===== src/rtl/lcd_ctrl.sv =====
// HD44780-style LCD bus sequencer fed by the LSU LCD I/O register word.
// Turns GO-toggle requests into setup/enable/hold/execute bus cycles with a one-deep pending slot.
module lcd_ctrl #(
  parameter int unsigned INIT_CYC      = 750000,
  parameter int unsigned SETUP_CYC     = 4,
  parameter int unsigned EN_CYC        = 12,
  parameter int unsigned HOLD_CYC      = 4,
  parameter int unsigned EXEC_CYC      = 2000,
  parameter int unsigned LONG_EXEC_CYC = 82000,
  parameter int unsigned CNT_W         = 20
) (
  input  logic        i_clk,
  input  logic        i_reset,
  input  logic [31:0] i_lcd_reg,
  output logic        o_lcd_on,
  output logic        o_lcd_en,
  output logic        o_lcd_rs,
  output logic        o_lcd_rw,
  output logic [7:0]  o_lcd_data,
  output logic        o_busy,
  output logic        o_done_tgl,
  output logic        o_overrun
);

  typedef enum logic [2:0] {
    S_INIT_WAIT,
    S_IDLE,
    S_SETUP,
    S_ENABLE,
    S_HOLD,
    S_EXEC
  } state_t;

  localparam logic [CNT_W-1:0] INIT_LD  = CNT_W'(INIT_CYC - 1);
  localparam logic [CNT_W-1:0] SETUP_LD = CNT_W'(SETUP_CYC - 1);
  localparam logic [CNT_W-1:0] EN_LD    = CNT_W'(EN_CYC - 1);
  localparam logic [CNT_W-1:0] HOLD_LD  = CNT_W'(HOLD_CYC - 1);
  localparam logic [CNT_W-1:0] EXEC_LD  = CNT_W'(EXEC_CYC - 1);
  localparam logic [CNT_W-1:0] LEXEC_LD = CNT_W'(LONG_EXEC_CYC - 1);

  state_t           state_q, state_d;
  logic [CNT_W-1:0] timer_q, timer_d;
  logic             timer_end;
  logic             go_prev_q;
  logic             pending_q;
  logic [8:0]       slot_q;
  logic             act_rs_q;
  logic [7:0]       act_data_q;
  logic             on_q;
  logic             done_q;
  logic             overrun_q;
  logic             req;
  logic             consume;
  logic             long_exec;
  logic             unused_bits;

  assign unused_bits = ^{i_lcd_reg[29:10], i_lcd_reg[8]};

  assign req       = i_lcd_reg[30] ^ go_prev_q;
  assign timer_end = (timer_q == '0);
  assign long_exec = !act_rs_q && (act_data_q[7:2] == '0);
  assign consume   = pending_q && (state_d == S_SETUP) &&
                     ((state_q == S_IDLE) || (state_q == S_EXEC));

  always_ff @(posedge i_clk or negedge i_reset) begin
    if (!i_reset) begin
      state_q <= S_INIT_WAIT;
    end else begin
      state_q <= state_d;
    end
  end

  // INIT_WAIT counts up from the reset value of 0; every other state reloads
  // the timer on entry and counts down to 0.
  always_comb begin
    state_d = state_q;
    timer_d = timer_q;
    unique case (state_q)
      S_INIT_WAIT: if (timer_q == INIT_LD) state_d = S_IDLE;
      S_IDLE:      if (pending_q) state_d = S_SETUP;
      S_SETUP:     if (timer_end) state_d = S_ENABLE;
      S_ENABLE:    if (timer_end) state_d = S_HOLD;
      S_HOLD:      if (timer_end) state_d = S_EXEC;
      S_EXEC:      if (timer_end) state_d = pending_q ? S_SETUP : S_IDLE;
      default:     state_d = S_INIT_WAIT;
    endcase

    if (state_d != state_q) begin
      unique case (state_d)
        S_SETUP:  timer_d = SETUP_LD;
        S_ENABLE: timer_d = EN_LD;
        S_HOLD:   timer_d = HOLD_LD;
        S_EXEC:   timer_d = long_exec ? LEXEC_LD : EXEC_LD;
        default:  timer_d = '0;
      endcase
    end else if (state_q == S_INIT_WAIT) begin
      timer_d = timer_q + CNT_W'(1);
    end else if (state_q != S_IDLE) begin
      timer_d = timer_q - CNT_W'(1);
    end
  end

  always_ff @(posedge i_clk or negedge i_reset) begin
    if (!i_reset) begin
      timer_q    <= '0;
      go_prev_q  <= 1'b0;
      pending_q  <= 1'b0;
      slot_q     <= '0;
      act_rs_q   <= 1'b0;
      act_data_q <= '0;
      on_q       <= 1'b0;
      done_q     <= 1'b0;
      overrun_q  <= 1'b0;
    end else begin
      timer_q   <= timer_d;
      go_prev_q <= i_lcd_reg[30];
      on_q      <= i_lcd_reg[31];

      if (consume) begin
        {act_rs_q, act_data_q} <= slot_q;
      end

      // A request landing on the consuming edge refills the slot without overrun.
      if (req) begin
        slot_q    <= {i_lcd_reg[9], i_lcd_reg[7:0]};
        pending_q <= 1'b1;
        if (pending_q && !consume) overrun_q <= 1'b1;
      end else if (consume) begin
        pending_q <= 1'b0;
      end

      if ((state_q == S_EXEC) && timer_end) begin
        done_q <= ~done_q;
      end
    end
  end

  always_comb begin
    o_lcd_on   = on_q;
    o_lcd_en   = (state_q == S_ENABLE);
    o_lcd_rs   = act_rs_q;
    o_lcd_rw   = 1'b0;
    o_lcd_data = act_data_q;
    o_busy     = (state_q != S_IDLE) || pending_q;
    o_done_tgl = done_q;
    o_overrun  = overrun_q;
  end

endmodule


===== config.mk =====
export PLATFORM = sky130hd
export DESIGN_NAME = lcd_ctrl
export DESIGN_NICKNAME = d
export VERILOG_FILES = /design/src/rtl/lcd_ctrl.sv
export SDC_FILE = /design/constraint.sdc
export NUM_CORES = 1
export LEC_CHECK = 0
export CAP_MARGIN = 0
export CORE_MARGIN = 2
export CORE_UTILIZATION = 50
export CTS_CLUSTER_SIZE = 30
export DETAILED_ROUTE_END_ITERATION = 10
export PLACE_DENSITY = 0.76
export SLEW_MARGIN = 20
export SYNTH_ARGS = -nofsm -noshare
export SYNTH_HDL_FRONTEND = slang
export SYNTH_SLANG_ARGS = --single-unit
export TNS_END_PERCENT = 5

===== constraint.sdc =====
create_clock -name i_clk -period 8.36 [get_ports i_clk]
set_clock_uncertainty 0.1 [all_clocks]
set_input_delay 2.508 -clock i_clk [delete_from_list [all_inputs] [get_ports i_clk]]
set_output_delay 2.508 -clock i_clk [all_outputs]
set_load 0.02 [all_outputs]

==> results.json, run 1 <==
{
  "synth.area.top_cells": "dfrtp_1, ha_1, mux2_2",
  "firstDrtPassIters": 4,
  "antenna_found_initial": 0,
  "synth_ff_type": "dfrtp_1",
  "syn_inst": 298,
  "drive_gt1_frac": 0.154,
  "hold_path_class": "reg2reg",
  "cp_data_required_time_ps": 5750,
  "synth-async-reset-ratio": 1.00,
  "critical_path_class": "reg2out",
  "ff2ff_path_depth": 11,
  "crit_fanout": 16,
  "cp.arrival_ps": 2980,
  "cts_inserted_buffers": 5,
  "clk_path_buf_depth": 2,
  "min_path_cells": 1,
  "worstSetupStartpoint": "state_q[1]",
  "htree_levels": 2,
  "finalMaxSlewViolations": 0,
  "syn-num-nets": 351,
  "numClockSinks": 46,
  "fin_nets": 376,
  "postCtsSetupBuffers": 0,
  "period_share": 0.668,
  "port_buffers": 26,
  "fmax_ghz": 0.179,
  "n_antenna_cell": 0,
  "grtUsageTotal": 0.205,
  "syn_area_per_cell_um2": 9.96,
  "ant_nets": 0,
  "die_h_um": 81.1,
  "dr.first_iter.drc_count": 120,
  "core-area_um2": 5820,
  "synth_top_area_share": 0.388,
  "start_kind": "flop",
  "pin_count": 49,
  "worst_skew_pair.late_latency_ps": 300,
  "wire_per_inst_um": 15.3,
  "irDropWorstVdd_v": 0.000131,
  "yosysWarnings": 0,
  "r2r-end": "timer_q[19]",
  "cpMaxStageDelayCell": "nor3_2",
  "yosysSeqAreaShare": 0.388,
  "seqCellArea_um2": 1150,
  "endpoint_kind": "output pin",
  "routed_wl_mm": 6.10,
  "rsz0062_at_grt": "false",
  "multi_input_area_um2": 1740,
  "crit_chain": "nand2b_1 -> nor3_2 -> inv_1 -> clkdlybuf4s50_1",
  "r2r_setup_slack_ps": 4810,
  "setup-tns-final_ps": 0,
  "avgViaCountPerCell": 5.81,
  "ys_ff_latch": 46,
  "hold_buffers": 0,
  "gp_congestion": 0.818,
  "report.power.total_mw": 0.415,
  "row_count": 28,
  "hold_viol": 0,
  "maxCapViolCount": 0,
  "die_w_um": 81.1,
  "drc": 0,
  "root_buffer": "clkbuf_8",
  "power_density_nw_per_um2": 123,
  "relSlewSlack": 0.296,
  "ctsResizeCount": 0,
  "gr-total-overflow": 0,
  "max_stage_delay_ps": 810,
  "grt_pass1_vias": 2322,
  "tightest_slew_ps": 1050,
  "fin_crit_ps": 5590,
  "synth_top_area_cell": "dfrtp_1",
  "cts_tree": "yes",
  "dp_hpwl_mm": 4.39,
  "timing.rr.start": "state_q[1]",
  "die_area_um2": 6570,
  "vias": 2318,
  "synth_area_um2": 2970,
  "holdPathEnd": "o_overrun",
  "p_leak_nw": 1.64,
  "setup_violations": 0,
  "hp-start": "o_overrun",
  "synthToLayoutAreaGrowth_pct": 13.9,
  "nFillCells": 521,
  "status": "complete, no violations",
  "clkSlewWorstSetupHoldPaths_ps": 80,
  "synth_enable_flop_cells": 0,
  "grt_pass1_wl_mm": 10.6,
  "start_util": 0.511,
  "synthDistinctLibCells": 57,
  "grt_max_degree": 47
}
==> cell usage after synthesis (all sizes together), types with 4 or more instances <==
cell,instances
a21o,14
nand3,7
nor3,4
mux2,19
dfrtp,46
inv,5
xor2,8
and3,4
nand2,24
ha,18
xnor2,11
nor4,6
a31oi,4
clkbuf,5
o21ai,20
buf,5
a22o,7
nor2,33
a21oi,21
==> where the power goes <==
group,switching (mW),total [mW],leakage (nW),internal (mW)
Sequential,0.00303,0.232,0.593,0.229
Clock,0.0745,0.163,0.0579,0.0880
Combinational,0.00893,0.0205,0.994,0.0116
Total,0.0865,0.415,1.64,0.329
==> layout by cell type, fill, tap and decap left out, types with 4 or more instances in the layout <==
master and count:
nand3_1 6, a22o_2 6, xor2_1 8, nor2_1 32
and3_1 4, ha_1 18, o21ai_0 16, clkdlybuf4s50_1 25
dfrtp_1 46, nor4_1 4, a31oi_1 4, clkbuf_8 5
a21o_1 13, xnor2_1 11, nand2_1 23, inv_1 5
a21oi_1 21, mux2_2 19
==> how the worst max path moves through the flow <==
stage                     endpoint  slack, ps  cells after the start
after detailed placement    o_busy       3120                      4
after floorplan             o_busy       4520                      4
after CTS                   o_busy       2780                      4
after global routing        o_busy       2600                      4
final                       o_busy       2770                      4
after global placement      o_busy       3160                      4
==> registers in the layout, indices dropped and copies added (netlist names) <==
name	count
go_prev_q	1
o_lcd_data	8
timer_q	20
o_lcd_rs	1
slot_q	9
pending_q	1
o_overrun	1
o_done_tgl	1
state_q	3
o_lcd_on	1
==> metrics by stage <==
step	instance area, um^2	setup slack [ps]	cells	util	hold WS, ps
2_1_floorplan	2970	4520	298	-	377
3_3_place_gp	3270	3160	391	0.563	355
3_5_place_dp	3270	3120	391	0.563	359
4_1_cts	3380	2780	399	0.581	380
5_1_grt	3380	2600	399	0.582	401
6_report	3380	2770	399	0.582	376
==> critical path, delay by kind of cell (launching register included) <==
family,cells,cell delay [ps]
flops,1,520
simple gates,2,1060
buf+inv,2,1100
==> metal layers <==
| layer | track usage | share of wire | vias to the layer above |
|---|---|---|---|
| li1 | - | - | 1144 |
| met1 | 0.268 | 0.46 | 1106 |
| met2 | 0.350 | 0.47 | 61 |
| met3 | 0.0400 | 0.052 | 7 |
| met4 | 0.0492 | 0.010 | 0 |
| met5 | 0 | 0 | - |
==> area by class of cell <==
type	count	share of cell area
Inverter	5	0.00555
Clock inverter	3	0.0118
Tap cell	75	0.0277
Timing Repair Buffer	28	0.0806
Multi-Input combinational cell	237	0.514
Clock buffer	5	0.0203
Sequential cell	46	0.340
==> logic make-up after synthesis <==
logic type | share of synthesized area
simple gates | 0.156
xor+xnor | 0.0560
fa+ha+maj | 0.0872
flops | 0.388
mux | 0.0754
other cells | 0.00126
buf+inv | 0.0270
compound gates | 0.209
Note: power is estimated with default switching activity, not from simulation.
==> inputs of run 2 (changes only) <==
CORE_UTILIZATION = 49   (was 50)
PLACE_DENSITY = 0.77   (was 0.76)
clock period = 5 ns   (was 8.36 ns; I/O delays follow)
==> results.json, run 2 (synthesis results as in run 1) <==
{
  "vias": 2348,
  "maxCapViolCount": 0,
  "wire_per_inst_um": 15.6,
  "min_path_cells": 1,
  "avgViaCountPerCell": 5.87,
  "die_area_um2": 6700,
  "dp_hpwl_mm": 4.50,
  "grt_pass1_vias": 2380,
  "cpMaxStageDelayCell": "clkdlybuf4s50_1",
  "clk_path_buf_depth": 2,
  "n_antenna_cell": 0,
  "dr.first_iter.drc_count": 121,
  "holdPathEnd": "o_overrun",
  "power_density_nw_per_um2": 196,
  "relSlewSlack": 0.332,
  "setup-tns-final_ps": 0,
  "fin_nets": 377,
  "ff2ff_path_depth": 11,
  "tightest_slew_ps": 999,
  "report.power.total_mw": 0.661,
  "antenna_found_initial": 0,
  "hp-start": "o_overrun",
  "status": "complete, no violations",
  "crit_chain": "nand2b_1 -> nor3_2 -> buf_4 -> inv_1 -> clkdlybuf4s50_1",
  "timing.rr.start": "state_q[2]",
  "max_stage_delay_ps": 680,
  "r2r-end": "timer_q[19]",
  "p_leak_nw": 1.64,
  "fmax_ghz": 0.251,
  "firstDrtPassIters": 5,
  "gp_congestion": 0.868,
  "grtUsageTotal": 0.205,
  "cts_tree": "yes",
  "rsz0062_at_grt": "false",
  "hold_buffers": 0,
  "final_common_cell": "dfrtp_1",
  "pin_count": 49,
  "die_h_um": 81.8,
  "largest_register_ffs": 20,
  "worst_skew_pair.late_latency_ps": 300,
  "core-area_um2": 5890,
  "period_share": 0.797,
  "port_buffers": 26,
  "drive_gt1_frac": 0.157,
  "critical_path_class": "reg2out",
  "crit_fanout": 16,
  "cp.arrival_ps": 2380,
  "row_count": 28,
  "drc": 0,
  "clkSlewWorstSetupHoldPaths_ps": 80,
  "gr-total-overflow": 0,
  "final_cell_mix": "dfrtp_1, nor2_1, clkdlybuf4s50_1, nand2_1, a21oi_1",
  "setup_violations": 0,
  "grt_max_degree": 47,
  "post-route-util": 0.574,
  "die_w_um": 81.8,
  "hold_path_class": "reg2reg",
  "postCtsSetupBuffers": 0,
  "fin_crit_ps": 3980,
  "irDropWorstVdd_v": 0.000145,
  "cts_inserted_buffers": 5,
  "synthToLayoutAreaGrowth_pct": 13.7,
  "holdWs_ps": 379,
  "hold_viol": 0,
  "cp_data_required_time_ps": 3400,
  "grt_pass1_wl_mm": 10.7,
  "endpoint_kind": "output pin",
  "routed_wl_mm": 6.24,
  "root_buffer": "clkbuf_8",
  "numClockSinks": 46,
  "start_util": 0.504,
  "ctsResizeCount": 0,
  "start_kind": "flop",
  "finalMaxSlewViolations": 0,
  "htree_levels": 2,
  "top_register": "timer_q",
  "ant_nets": 0,
  "r2r_setup_slack_ps": 1420
}
[run 2: changes by cell type in the layout (fill, tap and decap cells not counted)]
| cell | delta |
|---|---|
| clkinvlp_4 | +1 |
| clkbuf_8 | +1 |
| clkinv_2 | -1 |
| bufinv_16 | -1 |
| buf_4 | +1 |
[run 2: per-layer routing]
| layer | wire, um | part of all wire | global-route usage |
|---|---|---|---|
| met1 | 2930 | 0.47 | 0.264 |
| met2 | 2990 | 0.48 | 0.351 |
| met3 | 277 | 0.044 | 0.0407 |
| met4 | 55 | 0.0088 | 0.0550 |
| met5 | 0 | 0 | 0 |
[run 2: power by group]
group          internal (mW)  leakage [nW]  switching (mW)
registers              0.383         0.593         0.00546
logic                 0.0193         0.999          0.0151
clock network          0.111        0.0472           0.126
total                  0.514          1.64           0.147
[run 2: layout make-up]
cell class	instances	area (um^2)
fill	511	2510
multi-input combinational	237	1740
sequential	46	1150
timing repair buffer	29	280
tap	75	93.8
clock buffer	6	82.6
inverter	5	18.8
clock inverter	2	12.5
[run 2: worst max path at each step]
| stage | start | cells after the start | end | slack (ps) |
|---|---|---|---|---|
| 2_1_floorplan | state_q[0] | 12 | timer_q[9] | 2010 |
| 3_3_place_gp | state_q[1] | 5 | o_busy | 1390 |
| 3_5_place_dp | state_q[1] | 5 | o_busy | 1350 |
| 4_1_cts | state_q[1] | 5 | o_busy | 1020 |
| 5_1_grt | state_q[1] | 5 | o_busy | 840 |
| 6_report | state_q[1] | 5 | o_busy | 1020 |
[run 2: worst max-delay path: cells and delay by family (launching register included)]
kind	cells	cell delay, ps
and+or+nand+nor	2	290
DFF	1	580
buffers and inverters	3	1210
[run 2: per-stage QoR]
stage / setup slack (ps) / area (um^2) / std cells
3_5_place_dp: 1350 / 3280 / 392
3_3_place_gp: 1390 / 3280 / 392
6_report: 1020 / 3380 / 400
5_1_grt: 843 / 3380 / 400
2_1_floorplan: 2010 / 2970 / 298
4_1_cts: 1020 / 3370 / 400
==> inputs of run 3 (changes only) <==
CORE_UTILIZATION = 50   (was 49)
PLACE_DENSITY = 0.76   (was 0.77)
clock period = 3.9 ns   (was 5 ns; I/O delays follow)
==> results.json, run 3 (synthesis results as in run 1) <==
{
  "status": "complete, no violations",
  "antenna_found_initial": 0,
  "cpMaxStageDelayCell": "clkdlybuf4s50_1",
  "synthToLayoutAreaGrowth_pct": 14.6,
  "routed_wl_mm": 6.12,
  "endpoint_kind": "output pin",
  "postCtsSetupBuffers": 0,
  "vias": 2309,
  "period_share": 0.873,
  "fin_nets": 379,
  "tightest_slew_ps": 589,
  "worst_skew_pair.late_latency_ps": 300,
  "cp_num_cells": 4,
  "path_delay_family": "buffers and inverters",
  "dp_hpwl_mm": 4.48,
  "setup-tns-final_ps": 0,
  "die_h_um": 81.1,
  "ctsResizeCount": 0,
  "dr.first_iter.drc_count": 93,
  "relSlewSlack": 0.607,
  "drc": 0,
  "hold_buffers": 0,
  "ff2ff_path_depth": 11,
  "p_leak_nw": 1.65,
  "power_density_nw_per_um2": 262,
  "grtUsageTotal": 0.203,
  "fin_crit_ps": 3410,
  "crit_chain": "nand2b_1 -> nor3_2 -> inv_1 -> clkdlybuf4s50_1",
  "cts_tree": "yes",
  "grt_pass1_vias": 2283,
  "fmax_ghz": 0.294,
  "firstDrtPassIters": 4,
  "final_cell_mix": "dfrtp_1, nor2_1, clkdlybuf4s50_1, nand2_1, a21oi_1",
  "clk_path_buf_depth": 2,
  "place_inst": 394,
  "drive_gt1_frac": 0.156,
  "root_buffer": "clkbuf_8",
  "cts_inserted_buffers": 5,
  "pin_count": 49,
  "row_count": 28,
  "cp.arrival_ps": 2140,
  "crit_fanout": 13,
  "max_stage_delay_ps": 680,
  "port_buffers": 26,
  "critical_path_class": "reg2out",
  "die_area_um2": 6570,
  "wire_per_inst_um": 15.2,
  "gr-total-overflow": 0,
  "gp_congestion": 0.785,
  "hold_viol": 0,
  "numClockSinks": 46,
  "pre_cts_ws_ps": 566,
  "min_path_cells": 1,
  "setup_slack_ps": 494,
  "top_register": "timer_q",
  "grt_max_degree": 47,
  "n_antenna_cell": 0,
  "die_w_um": 81.1,
  "cp_data_required_time_ps": 2630,
  "core-area_um2": 5820,
  "start_util": 0.511,
  "htree_levels": 2,
  "maxCapViolCount": 0,
  "path_buf_inv": 2,
  "avgViaCountPerCell": 5.74,
  "setup_violations": 0,
  "ant_nets": 0,
  "start_kind": "flop",
  "final_common_cell": "dfrtp_1",
  "rsz0062_at_grt": "false",
  "hold_path_class": "reg2reg",
  "largest_register_ffs": 20,
  "layout.cells.non_filler": 402,
  "clkSlewWorstSetupHoldPaths_ps": 90,
  "finalMaxSlewViolations": 0,
  "irDropWorstVdd_v": 0.000230,
  "grt_pass1_wl_mm": 10.5
}
==> run 3: cell count changes in the layout (fill, tap and decap cells not counted) <==
cell        before  now
buf_4            4    6
clkbuf_1         0    2
bufinv_16        0    1
clkbuf_8         6    5
clkinv_2         1    0
clkinvlp_4       1    0
==> run 3: power by group <==
part | total [mW] | internal (mW) | switching, mW | leakage [nW]
combinational | 0.0463 | 0.0260 | 0.0203 | 1.01
sequential | 0.499 | 0.492 | 0.00741 | 0.593
clock | 0.345 | 0.192 | 0.154 | 0.0524
total | 0.891 | 0.709 | 0.181 | 1.65
==> run 3: final cells by class <==
| cell class | count | area (um^2) |
|---|---|---|
| Inverter | 5 | 18.8 |
| Sequential cell | 46 | 1150 |
| Timing Repair Buffer | 31 | 295 |
| Clock inverter | 1 | 30.0 |
| Multi-Input combinational cell | 237 | 1740 |
| Tap cell | 75 | 93.8 |
| Fill cell | 503 | 2410 |
| Clock buffer | 7 | 76.3 |
==> run 3: worst paths after layout <==
kind	from	endpoint	slack (ps)
max reg2reg	state_q[1]	timer_q[19]	520
min in group asynchronous	i_reset	slot_q[8]	770
max	state_q[1]	o_busy	490
min	o_done_tgl	o_done_tgl	380
max in group asynchronous	i_reset	timer_q[10]	2520
min reg2reg	o_done_tgl	o_done_tgl	380
==> run 3: metal layers <==
layer / wire length, um / GRT usage
met5: 0 / 0
met4: 96 / 0.0627
met3: 223 / 0.0311
met2: 2970 / 0.347
met1: 2830 / 0.267
==> run 3: per-stage QoR <==
step | utilization | instance area, um^2 | hold slack, ps | power, mW
floorplan | - | 2970 | 377 | 0.528
global placement | 0.566 | 3290 | 361 | 0.553
detailed placement | 0.566 | 3290 | 369 | 0.556
CTS | 0.585 | 3400 | 389 | 0.902
global route | 0.585 | 3400 | 416 | 0.923
finish | 0.585 | 3400 | 385 | 0.891
